`src/rtl/mem_access_pkg.sv`:
```
`default_nettype none
// ============================================================================
// Module  : mem_access_pkg
// Brief   : Shared size codes, lane offsets and FSM encoding for the
//           load/store unit.
// Revision: 1.0 - initial release
// ============================================================================
package mem_access_pkg;

  // Access size codes as presented on i_size
  localparam logic [1:0] SZ_BYTE = 2'b00;
  localparam logic [1:0] SZ_HALF = 2'b01;
  localparam logic [1:0] SZ_WORD = 2'b10;
  localparam logic [1:0] SZ_INV  = 2'b11;

  // Big-endian byte offsets within a word (offset 0 is the MSB lane)
  localparam logic [1:0] OFS_B0 = 2'd0;  // [31:24]
  localparam logic [1:0] OFS_B1 = 2'd1;  // [23:16]
  localparam logic [1:0] OFS_B2 = 2'd2;  // [15:8]
  localparam logic [1:0] OFS_B3 = 2'd3;  // [7:0]
  localparam logic [1:0] OFS_H0 = 2'd0;  // [31:16]
  localparam logic [1:0] OFS_H1 = 2'd2;  // [15:0]

  typedef enum logic [2:0] {
    ST_IDLE    = 3'd0,
    ST_RD_WAIT = 3'd1,
    ST_RD_DATA = 3'd2,
    ST_WR      = 3'd3,
    ST_DONE    = 3'd4,
    ST_ERR     = 3'd5
  } state_t;

  // True for an invalid size code or a half/word access off its natural alignment
  function automatic logic req_is_bad(input logic [1:0] size, input logic [1:0] ofs);
    req_is_bad = (size == SZ_INV) ||
                 ((size == SZ_HALF) && ofs[0]) ||
                 ((size == SZ_WORD) && (ofs != 2'b00));
  endfunction

endpackage
`default_nettype wire

```
`src/rtl/lane_merge.sv`:
```
`default_nettype none
// ============================================================================
// Module  : lane_merge
// Brief   : Combinational byte-lane steering. Extracts and extends the
//           addressed lane of a RAM word for loads, and merges right-justified
//           store data into that lane for read-modify-write stores.
// Revision: 1.0 - initial release
// ============================================================================
module lane_merge
  import mem_access_pkg::*;
(
  input  logic [31:0] i_word,
  input  logic [1:0]  i_offset,
  input  logic [1:0]  i_size,
  input  logic        i_signed,
  input  logic [31:0] i_wdata,
  output logic [31:0] o_load,
  output logic [31:0] o_store
);

  logic [7:0]  w_byte;
  logic [15:0] w_half;

  // Select the addressed lane, extend it, and build the merged store word
  always_comb begin
    w_byte  = 8'h00;
    w_half  = 16'h0000;
    o_load  = i_word;
    o_store = i_wdata;
    case (i_size)
      SZ_BYTE: begin
        case (i_offset)
          OFS_B0: begin
            w_byte  = i_word[31:24];
            o_store = {i_wdata[7:0], i_word[23:0]};
          end
          OFS_B1: begin
            w_byte  = i_word[23:16];
            o_store = {i_word[31:24], i_wdata[7:0], i_word[15:0]};
          end
          OFS_B2: begin
            w_byte  = i_word[15:8];
            o_store = {i_word[31:16], i_wdata[7:0], i_word[7:0]};
          end
          default: begin
            w_byte  = i_word[7:0];
            o_store = {i_word[31:8], i_wdata[7:0]};
          end
        endcase
        o_load = {{24{i_signed & w_byte[7]}}, w_byte};
      end
      SZ_HALF: begin
        if (i_offset == OFS_H1) begin
          w_half  = i_word[15:0];
          o_store = {i_word[31:16], i_wdata[15:0]};
        end else begin
          w_half  = i_word[31:16];
          o_store = {i_wdata[15:0], i_word[15:0]};
        end
        o_load = {{16{i_signed & w_half[15]}}, w_half};
      end
      default: begin
        o_load  = i_word;
        o_store = i_wdata;
      end
    endcase
  end

endmodule
`default_nettype wire

```
`src/rtl/mem_access_unit.sv`:
```
`default_nettype none
// ============================================================================
// Module  : mem_access_unit
// Brief   : Load/store unit between the datapath and a word-wide data RAM
//           with registered read data. Word stores write directly; sub-word
//           stores read, merge and write back. Misaligned or invalid
//           requests complete immediately with o_err.
// Revision: 1.0 - initial release
// ============================================================================
module mem_access_unit
  import mem_access_pkg::*;
#(
  parameter int DATA_WIDTH = 32,
  parameter int ADDR_WIDTH = 8
) (
  input  logic                  i_clk,
  input  logic                  i_rst,
  input  logic                  i_req,
  input  logic                  i_we,
  input  logic [1:0]            i_size,
  input  logic                  i_signed,
  input  logic [ADDR_WIDTH-1:0] i_addr,
  input  logic [DATA_WIDTH-1:0] i_wdata,
  output logic                  o_busy,
  output logic                  o_done,
  output logic                  o_err,
  output logic [DATA_WIDTH-1:0] o_rdata,
  output logic [ADDR_WIDTH-1:0] o_ram_addr,
  output logic [DATA_WIDTH-1:0] o_ram_data,
  output logic                  o_ram_we,
  input  logic [DATA_WIDTH-1:0] i_ram_data
);

  state_t                r_state;
  state_t                w_next;
  logic                  r_we;
  logic [1:0]            r_size;
  logic                  r_signed;
  logic [ADDR_WIDTH-1:0] r_addr;
  logic [DATA_WIDTH-1:0] r_wdata;
  logic [DATA_WIDTH-1:0] r_ram_data;
  logic [DATA_WIDTH-1:0] r_rdata;
  logic [DATA_WIDTH-1:0] w_load;
  logic [DATA_WIDTH-1:0] w_store;

  lane_merge u_lane_merge (
    .i_word   (i_ram_data),
    .i_offset (r_addr[1:0]),
    .i_size   (r_size),
    .i_signed (r_signed),
    .i_wdata  (r_wdata),
    .o_load   (w_load),
    .o_store  (w_store)
  );

  // State register; reset aborts any transaction at once
  always_ff @(posedge i_clk or posedge i_rst) begin
    if (i_rst) r_state <= ST_IDLE;
    else       r_state <= w_next;
  end

  // Next-state sequencing: word stores skip the read, sub-word stores read first
  always_comb begin
    w_next = r_state;
    case (r_state)
      ST_IDLE: begin
        if (i_req) begin
          if (req_is_bad(i_size, i_addr[1:0]))   w_next = ST_ERR;
          else if (i_we && (i_size == SZ_WORD))  w_next = ST_WR;
          else                                   w_next = ST_RD_WAIT;
        end
      end
      ST_RD_WAIT: w_next = ST_RD_DATA;
      ST_RD_DATA: w_next = r_we ? ST_WR : ST_DONE;
      ST_WR:      w_next = ST_DONE;
      ST_DONE:    w_next = ST_IDLE;
      ST_ERR:     w_next = ST_IDLE;
      default:    w_next = ST_IDLE;
    endcase
  end

  // Request latch, read-data capture and store-word merge
  always_ff @(posedge i_clk or posedge i_rst) begin
    if (i_rst) begin
      r_we       <= 1'b0;
      r_size     <= 2'b00;
      r_signed   <= 1'b0;
      r_addr     <= '0;
      r_wdata    <= '0;
      r_ram_data <= '0;
      r_rdata    <= '0;
    end else begin
      case (r_state)
        ST_IDLE: begin
          if (i_req) begin
            r_we       <= i_we;
            r_size     <= i_size;
            r_signed   <= i_signed;
            r_addr     <= i_addr;
            r_wdata    <= i_wdata;
            // Word stores write this directly; sub-word stores overwrite it with the merge
            r_ram_data <= i_wdata;
          end
        end
        ST_RD_DATA: begin
          if (r_we) r_ram_data <= w_store;
          else      r_rdata    <= w_load;
        end
        default: ;
      endcase
    end
  end

  assign o_busy     = (r_state != ST_IDLE);
  assign o_done     = (r_state == ST_DONE) || (r_state == ST_ERR);
  assign o_err      = (r_state == ST_ERR);
  assign o_ram_we   = (r_state == ST_WR);
  assign o_ram_addr = {r_addr[ADDR_WIDTH-1:2], 2'b00};
  assign o_ram_data = r_ram_data;
  assign o_rdata    = r_rdata;

endmodule
`default_nettype wire

```
`config.mk`:
```
export PLATFORM = sky130hd
export DESIGN_NAME = mem_access_unit
export DESIGN_NICKNAME = d
export VERILOG_FILES = /design/src/rtl/mem_access_pkg.sv /design/src/rtl/lane_merge.sv /design/src/rtl/mem_access_unit.sv
export SDC_FILE = /design/constraint.sdc
export NUM_CORES = 1
export LEC_CHECK = 0
export CAP_MARGIN = 10
export CORE_AREA = 2 2 121 123
export DETAILED_ROUTE_END_ITERATION = 12
export DIE_AREA = 0 0 123 125
export HOLD_SLACK_MARGIN = 0.06
export PLACE_DENSITY_LB_ADDON = 0.3
export SLEW_MARGIN = 20
export SYNTH_ARGS = -nofsm -noshare
export SYNTH_HDL_FRONTEND = slang
export SYNTH_SLANG_ARGS = --single-unit
```
`constraint.sdc`:
```
create_clock -name i_clk -period 4.3 [get_ports i_clk]
set_input_delay 0.645 -clock i_clk [delete_from_list [all_inputs] [get_ports i_clk]]
set_output_delay 0.645 -clock i_clk [all_outputs]
set_load 0.02 [all_outputs]
```
==> results of run 1 <==
[final timing paths]
path,cells after the start,to,slack (ns),from
setup / recovery,7,o_ram_data[24],1.50,i_req
hold / removal,2,r_wdata[16],0.47,r_wdata[16]
setup reg to reg,4,o_rdata[14],1.55,r_state[1]
hold reg to reg,2,r_wdata[16],0.47,r_wdata[16]
max in group asynchronous,3,o_rdata[1],2.60,i_rst
min in group asynchronous,2,r_wdata[17],0.82,i_rst
[synthesized netlist by cell type (2+ instances only)]
| cell | instances |
|---|---|
| a211oi_2 | 3 |
| nor2b_1 | 9 |
| a21oi_1 | 37 |
| mux4_2 | 6 |
| buf_4 | 15 |
| nand2b_1 | 19 |
| nand3_1 | 40 |
| o211ai_1 | 9 |
| mux2_2 | 7 |
| a21boi_0 | 8 |
| clkbuf_1 | 18 |
| inv_1 | 21 |
| o21ai_0 | 18 |
| or3_1 | 2 |
| buf_2 | 16 |
| nand2_1 | 161 |
| nor2_1 | 36 |
| mux2i_1 | 35 |
| a21oi_2 | 2 |
| and2_1 | 9 |
| o21ai_1 | 6 |
| a31oi_1 | 17 |
| o221ai_1 | 16 |
| buf_6 | 9 |
| a211oi_1 | 4 |
| nor3b_1 | 2 |
| and3_1 | 7 |
| dfrtp_1 | 111 |
| nor3_1 | 11 |
| a221oi_1 | 15 |
| buf_1 | 2 |
[layer usage]
metal | GRT usage, % | up-vias | share of wire, %
li1 | - | 2607 | -
met1 | 34.5 | 2729 | 44
met2 | 38.2 | 272 | 47
met3 | 2.83 | 32 | 6.5
met4 | 8.76 | 0 | 2.3
met5 | 0 | - | 0
[cell families (layout without fill, tap and decap cells)]
group                      after synthesis  in the layout  share of synthesized area [%]
and+or+nand+nor                        304            304                           22.4
AOI/OAI and AO/OA                      141            141                           15.8
buffers and inverters                   84            200                           7.60
other                                    1              2                         0.0604
adders and majority gates                1              1                          0.161
xor gates and xnor gates                 1              1                          0.141
muxes                                   48             48                           9.09
DFF                                    111            111                           44.7
[through the flow]
stage	hold WS (ns)	worst slack, ns
floorplan	0.437	0.724
finish	0.471	1.50
detailed placement	0.459	1.20
global route	0.494	1.32
CTS	0.476	1.54
global placement	0.448	1.33
[power by group]
| part | switching [mW] | internal, mW | leakage, nW |
|---|---|---|---|
| Combinational | 1.92 | 1.45 | 2.01 |
| Clock | 0.386 | 0.413 | 0.137 |
| Sequential | 0.492 | 1.55 | 1.34 |
[flip-flops by register name, summed over array words and instances (netlist names)]
| signal | cells |
|---|---|
| r_wdata | 32 |
| o_rdata | 32 |
| r_addr | 8 |
| r_signed | 1 |
| r_size | 2 |
| r_state | 3 |
| r_we | 1 |
| o_ram_data | 32 |
[tightest hold or removal path, stage by stage, from the launching register on]
cell     delay [ns]
dfrtp_1        0.34
nand2_1        0.05
nand2_1        0.06
[layout make-up]
| cell class | count | area share [%] |
|---|---|---|
| clock inverters | 4 | 0.394 |
| flip-flops and latches | 111 | 35.0 |
| multi-input cells | 497 | 37.4 |
| repair buffers | 162 | 20.1 |
| inverters | 22 | 1.07 |
| well taps | 184 | 2.90 |
| clock buffers | 12 | 3.10 |
==> flow_summary.ini, run 1 <==
[hold_path]
worstHoldPathType = reg2reg

[clock_network]
root_buffer = clkbuf_16
clockBufferDepth = 2
insertion_delay_ns = 0.35
h-tree-depth = 3
postCtsSetupBuffers = 0
numCtsBuffers = 9
clk_pin_slew_ns = 0.07
cts_tree = built
cts_hold_buf = 0
post_cts_resized = 0
cts.sinks = 111

[final_layout]
final_layout_size_suffix_gt1_share_pct = 6.44
layout_common_cells = 161 x nand2_1, 152 x clkdlybuf4s50_1, 110 x dfrtp_1, 40 x nand3_1, 37 x a21oi_1
fin_nets = 882
instances_no_fill = 992
antenna_cells = 0
seq_area_sq_mm = 0.00278
multi_input_area_sq_mm = 0.00297
fillers = 1271
fin_util_pct = 55.9
final_cell_area_sq_mm = 0.00794
final_common_cell = nand2_1
syn_to_final_growth_pct = 27.9

[logic_synthesis]
yosys.area.top_type = dfrtp_1
avgSynthCellArea_sq_um = 8.99
synth_flop_cell = dfrtp_1
netlist-cell-type-count = 51
ys_ff_latch = 111
yosysSeqAreaShare_pct = 44.7
netlist_area_sq_mm = 0.00621
synth_edf_count = 0
yosys_warnings = 0
yosysTopAreaCellShare_pct = 44.7
synthArstFlopShare_pct = 100
syn_inst = 691
synth.area.top_cells = dfrtp_1 45%, nand2_1 9.7%, mux2i_1 5.6%, nand3_1 3.2%, a21oi_1 3.0%

[job]
drv_cap = 0

[timing]
timing.setup.tns_ns = 0
setup_viol = 0
fin_crit_sh_pct = 65.2
max_freq_mhz = 357
report.final.slew_viol_count = 0
relSlewSlack_pct = 29.3
worstMarginPinSlew_ns = 1.06
fin_skew_ns = 0.00743
finalHoldViolCount = 0
rsz0062_at_grt = no
period_needed_ns = 2.80

[route]
wl_microns = 18300
wl_per_cell_microns = 18.5
remaining_drc_errors = 0
drtIter0Drc = 561
firstDrtPassIters = 5
via_per_inst = 5.69
vias = 5640
drt.antenna.violating_nets = 0

[grt]
grt_pass1_wl_microns = 29000
grt_pass1_vias = 5381
grt_usage_pct = 24.2
grt_antenna_before_repair = 0
grt_max_degree = 74
grt_overflow = 0

[pwr]
max-vdd-ir-drop_mv = 0.411
power.density_mw_per_mm2 = 782
p_leak_nw = 3.49
finalPower_mw = 6.21

[outcome]
status = finished clean

[floorplanning]
die_area_sq_mm = 0.0154
coreArea_sq_mm = 0.0142
fp.dieW_microns = 123
dieHeight_microns = 125
rows = 44
start_util_pct = 43.7
boundaryPins = 155

[place]
place_inst = 976
io_buffers = 152
dp_hpwl_microns = 13100
gp_congestion = 0.883
dpl_cell_area_sq_mm = 0.00766

[setup_path]
cp_top_family = buffers and inverters
critPathBufInv = 3
path_cells = clkdlybuf4s50_1 > nand2b_1 > a211o_1 > inv_2 > buf_4 > mux2i_1 > a31oi_1
critPathArrivalTime_ns = 3.03
critPathMaxFanout = 27
crit_required_ns = 4.53
endpoint_kind = flop
crit_type = in2reg
crit_slowest_cell = a211o_1
critPathMaxStageDelay_ns = 0.59
startpoint_type = input pin
No activity file was read; power rests on OpenSTA's default activity.
==> inputs of run 2 (changes only) <==
clock period = 2.35 ns   (was 4.3 ns; I/O delays follow)
==> run 2 against run 1 <==
Critical path depth is 5 lower. Core utilization is 1.0 points higher. Worst setup slack worse by 1.3 ns. Routed wire length down 1.1%. Total power grew 86%. Clock-buffer cell count decreased by 1. Clock skew decreased by 0.0030 ns. Via count up 1.2%. Register-to-register slack got worse by 1.2 ns. Global-route usage decreased by 0.15 points. Final cell count rose by 1.1%. Flip-flop and latch count did not move.
==> flow_summary.ini, run 2 (same netlist as run 1, synthesis figures left out) <==
[timing]
period_needed_ns = 2.19
worstMarginPinSlew_ns = 0.816
timing.setup.tns_ns = 0
whs_ns = 0.465
rsz0062_at_grt = no
max_freq_mhz = 457
fin_skew_ns = 0.00441
fin_crit_sh_pct = 93.2
setup_viol = 0
finalHoldViolCount = 0
relSlewSlack_pct = 45.6
report.final.slew_viol_count = 0

[route]
wl_per_cell_microns = 18.0
wl_microns = 18100
drtIter0Drc = 521
vias = 5707
via_per_inst = 5.69
drt.antenna.violating_nets = 0
remaining_drc_errors = 0
firstDrtPassIters = 5

[place]
io_buffers = 152
place_inst = 987
dp_hpwl_microns = 13100
gp_congestion = 0.908

[floorplanning]
fp.dieW_microns = 123
start_util_pct = 43.7
coreArea_sq_mm = 0.0142
rows = 44
die_area_sq_mm = 0.0154
dieHeight_microns = 125
boundaryPins = 155

[clock_network]
clk_pin_slew_ns = 0.07
clockBufferDepth = 2
numCtsBuffers = 9
cts_tree = built
cts.sinks = 111
insertion_delay_ns = 0.35
postCtsSetupBuffers = 0
h-tree-depth = 3
root_buffer = clkbuf_16

[final_layout]
instances_no_fill = 1003
syn_to_final_growth_pct = 30.3
layout_common_cells = 161 x nand2_1, 152 x clkdlybuf4s50_1, 109 x dfrtp_1, 40 x nand3_1, 37 x a21oi_1
fillers = 1255
fin_nets = 893
final_common_cell = nand2_1
antenna_cells = 0
final_layout_size_suffix_gt1_share_pct = 7.81

[grt]
grt_usage_pct = 24.1
grt_max_degree = 112
grt_pass1_wl_microns = 29100
grt_antenna_before_repair = 0
grt_pass1_vias = 5531
grt_overflow = 0

[job]
drv_cap = 0

[setup_path]
crit_start = r_state[0]
startpoint_type = flop
r2r_cells = 5
crit_end = o_busy
critPathArrivalTime_ns = 1.84
reg2reg_to = o_rdata[26]
crit_type = reg2out
critPathMaxFanout = 11
crit_required_ns = 2.00
rrSetupSlack_ns = 0.35
endpoint_kind = output port
r2r_start = r_addr[1]

[pwr]
p_leak_nw = 3.56
power.density_mw_per_mm2 = 1430
finalPower_mw = 11.6
max-vdd-ir-drop_mv = 0.835

[hold_path]
worstHoldPathType = reg2reg

[outcome]
status = finished clean
==> run 2: cell type report <==
| type | instances | area [sq um] | share of cell area, % |
|---|---|---|---|
| multi-input cells | 497 | 2970 | 36.7 |
| repair buffers | 173 | 1730 | 21.4 |
| well taps | 184 | 230 | 2.85 |
| flip-flops and latches | 111 | 2780 | 34.4 |
| inverters | 22 | 86.3 | 1.07 |
| clock inverters | 5 | 58.8 | 0.727 |
| clock buffers | 11 | 233 | 2.88 |
==> run 2: critical path, cell delays in order (launching register included) <==
cell and delay, ns:
dfrtp_1 0.53, or3_1 0.42, clkdlybuf4s50_1 0.54
==> run 2: worst min-delay path by stage <==
| stage | startpoint | end | slack [ns] | cells after the start |
|---|---|---|---|---|
| CTS | r_wdata[23] | r_wdata[23] | 0.47 | 2 |
| finish | r_wdata[23] | r_wdata[23] | 0.47 | 2 |
| global placement | r_wdata[23] | r_wdata[23] | 0.45 | 2 |
| global route | r_wdata[23] | r_wdata[23] | 0.49 | 2 |
| detailed placement | r_wdata[23] | r_wdata[23] | 0.45 | 2 |
| floorplan | r_wdata[16] | r_wdata[16] | 0.44 | 2 |
==> run 2: through the flow <==
stage          utilization (%)  setup slack [ns]  instance area [sq um]
2_1_floorplan                -             0.654                   6220
3_3_place_gp              54.9             0.370                   7800
3_5_place_dp              54.9             0.332                   7800
4_1_cts                   57.0             0.109                   8090
5_1_grt                   57.0            0.0674                   8090
6_report                  57.0             0.161                   8090
==> run 2: report_power, final <==
part / switching, mW / internal (mW)
clock: 0.687 / 0.828
combinational: 3.56 / 2.82
sequential: 0.855 / 2.84
==> run 2: routing by layer <==
layer  vias to the layer above  GRT usage (%)  share of wire [%]
met5                         -              0                  0
met4                         0           9.49                2.7
met3                        40           4.65                7.5
met2                       275           36.5                 46
met1                      2758           34.0                 44
li1                       2634              -                  -
==> run 2: timing repair <==
item,in CTS,in global routing
setup endpoints to repair,0,1
gates resized for setup,0,1
hold buffers,0,0
==> RTL change (settings of run 2) <==
Set the parameter `ADDR_WIDTH` to 7 (it was 8).
--- a/src/rtl/mem_access_unit.sv
+++ b/src/rtl/mem_access_unit.sv
@@ -12,5 +12,5 @@
 #(
   parameter int DATA_WIDTH = 32,
-  parameter int ADDR_WIDTH = 8
+  parameter int ADDR_WIDTH = 7
 ) (
   input  logic                  i_clk,
Interface: changed (resized i_addr and o_ram_addr); port bits go from 155 to 153. The function was not compared with the original's and may differ.
==> RTL change against run 2 <==
  * Synthesized area fell by 0.60%
  * Register-to-register slack got worse by 0.02 ns
  * Combinational power fell by 1%
  * Worst setup slack got worse by 0.0091 ns
  * Sequential cell count fell by 1
  * Design area fell by 0.74%
  * Clock skew rose by 0.0030 ns
  * Routed wire length barely moved
  * Cell count fell by 0.40%
  * Power fell by 0.67%
  * Hold slack improved by 0.0088 ns
==> RTL change: results (changes against run 2) <==
* HP Class: register to register
* Top cells by count, synth: nand2_1, dfrtp_1, nand3_1, a21oi_1, nor2_1
* Hpwl dp at 13100 um (-0.36%)
* Crit path max fanout at 10 (-1)
* Post-DP Area at 0.00773 mm^2 (-0.83%)
* Detailed-route vias per instance at 5.62 (-1.3%)
* Max_slew headroom at 50.0% (+4.4 points)
* GP Congestion at 0.862 (-5.0%)
* Maximum vdd ir drop at 0.000723 V (-13%)
* Fraction of the yosys area taken by sequential cells at 44.6% (-0.13 points)
* Switching Fraction at 44.3% (+0.26 points)
* Number of port buffers at 150 (-1.3%)
* Vias in the first global route at 5436 (-1.7%)
* # Post-CTS Setup Buffers at 0 (unchanged)
* Routed wire length at 18100 um (about the same)
* Main area contributors after synthesis: dfrtp_1, nand2_1, mux2i_1, nand3_1, a21oi_1
* Yosys top cell area share at 44.6% (-0.13 points)
* Status: completed
* Largest net degree at the start of global routing at 111 (-0.89%)
* Layout cells sized above 1 at 8.34% (+0.53 points)
* Static Leak at 3.53 nW (-0.68%)
* Setup WS pre-CTS at 0.279 ns (-0.0526 ns)
* Final nets at 888 (-0.56%)
* Clk_skew at 0.00741 ns (+0.00300 ns)
* Yosys top cell by area: dfrtp_1
* Unique masters post-synth at 51 (unchanged)
* Initial drt markers at 604 (+16%)
* Clock latency on the worst-skew pair at 0.35 ns (about the same)
* First-pass GRT wire length at 28800 um (-0.78%)
* Tot GR Track Use at 23.7% (-0.32 points)
[RTL change: power by group through the flow]
stage	Sequential [W]	Combinational, W	Clock [W]
floorplan	0.00394	0.00380	0
global placement	0.00365	0.00613	0
detailed placement	0.00369	0.00626	0
CTS	0.00366	0.00630	0.00156
global route	0.00379	0.00689	0.00163
finish	0.00366	0.00630	0.00154
[RTL change: layer usage]
layer | global-route usage, % | vias up | wire, um
li1 | - | 2622 | -
met3 | 4.52 | 30 | 1360
met2 | 37.0 | 239 | 8330
met5 | 0 | - | 0
met4 | 5.28 | 0 | 328
met1 | 34.6 | 2722 | 8090
[RTL change: cell type report]
| cell class | count | area share [%] |
|---|---|---|
| flip-flops and latches | 110 | 34.3 |
| inverters | 22 | 1.09 |
| well taps | 184 | 2.87 |
| repair buffers | 173 | 21.2 |
| clock buffers | 9 | 2.80 |
| clock inverters | 7 | 0.904 |
| multi-input cells | 494 | 36.9 |
[RTL change: cell families (layout without fill, tap and decap cells)]
logic type	count (synthesis)	count (layout)	share of synthesized area (%)
AND/OR/NAND/NOR	301	301	22.3
AO/OA/AOI/OAI	141	141	16.0
flip-flops	110	110	44.6
buffers and inverters	83	211	7.58
multiplexers	48	48	9.14
adder cells (fa/ha/maj)	1	1	0.182
other	1	2	0.0608
XOR/XNOR	1	1	0.142
[RTL change: path summary, 6_finish.rpt]
kind                        startpoint             end  slack (ns)  cells after the start
min reg2reg                r_wdata[22]     r_wdata[22]        0.47                      2
max reg2reg                  r_addr[1]      o_rdata[4]        0.33                      5
max in group asynchronous        i_rst     o_rdata[13]        1.40                      3
max                         r_state[2]           o_err        0.15                      3
min in group asynchronous        i_rst  o_ram_data[16]        0.51                      3
min                        r_wdata[22]     r_wdata[22]        0.47                      2
[RTL change: critical path, stage by stage (launching register included)]
cell             delay [ns]
dfrtp_1                0.55
nor2b_1                0.21
and2_1                 0.14
clkdlybuf4s50_1        0.61
[RTL change: metrics by stage]
step           util, %  std cells
2_1_floorplan        -        687
3_3_place_gp      54.4        983
3_5_place_dp      54.4        983
4_1_cts           56.5        999
5_1_grt           56.5        999
6_report          56.5        999
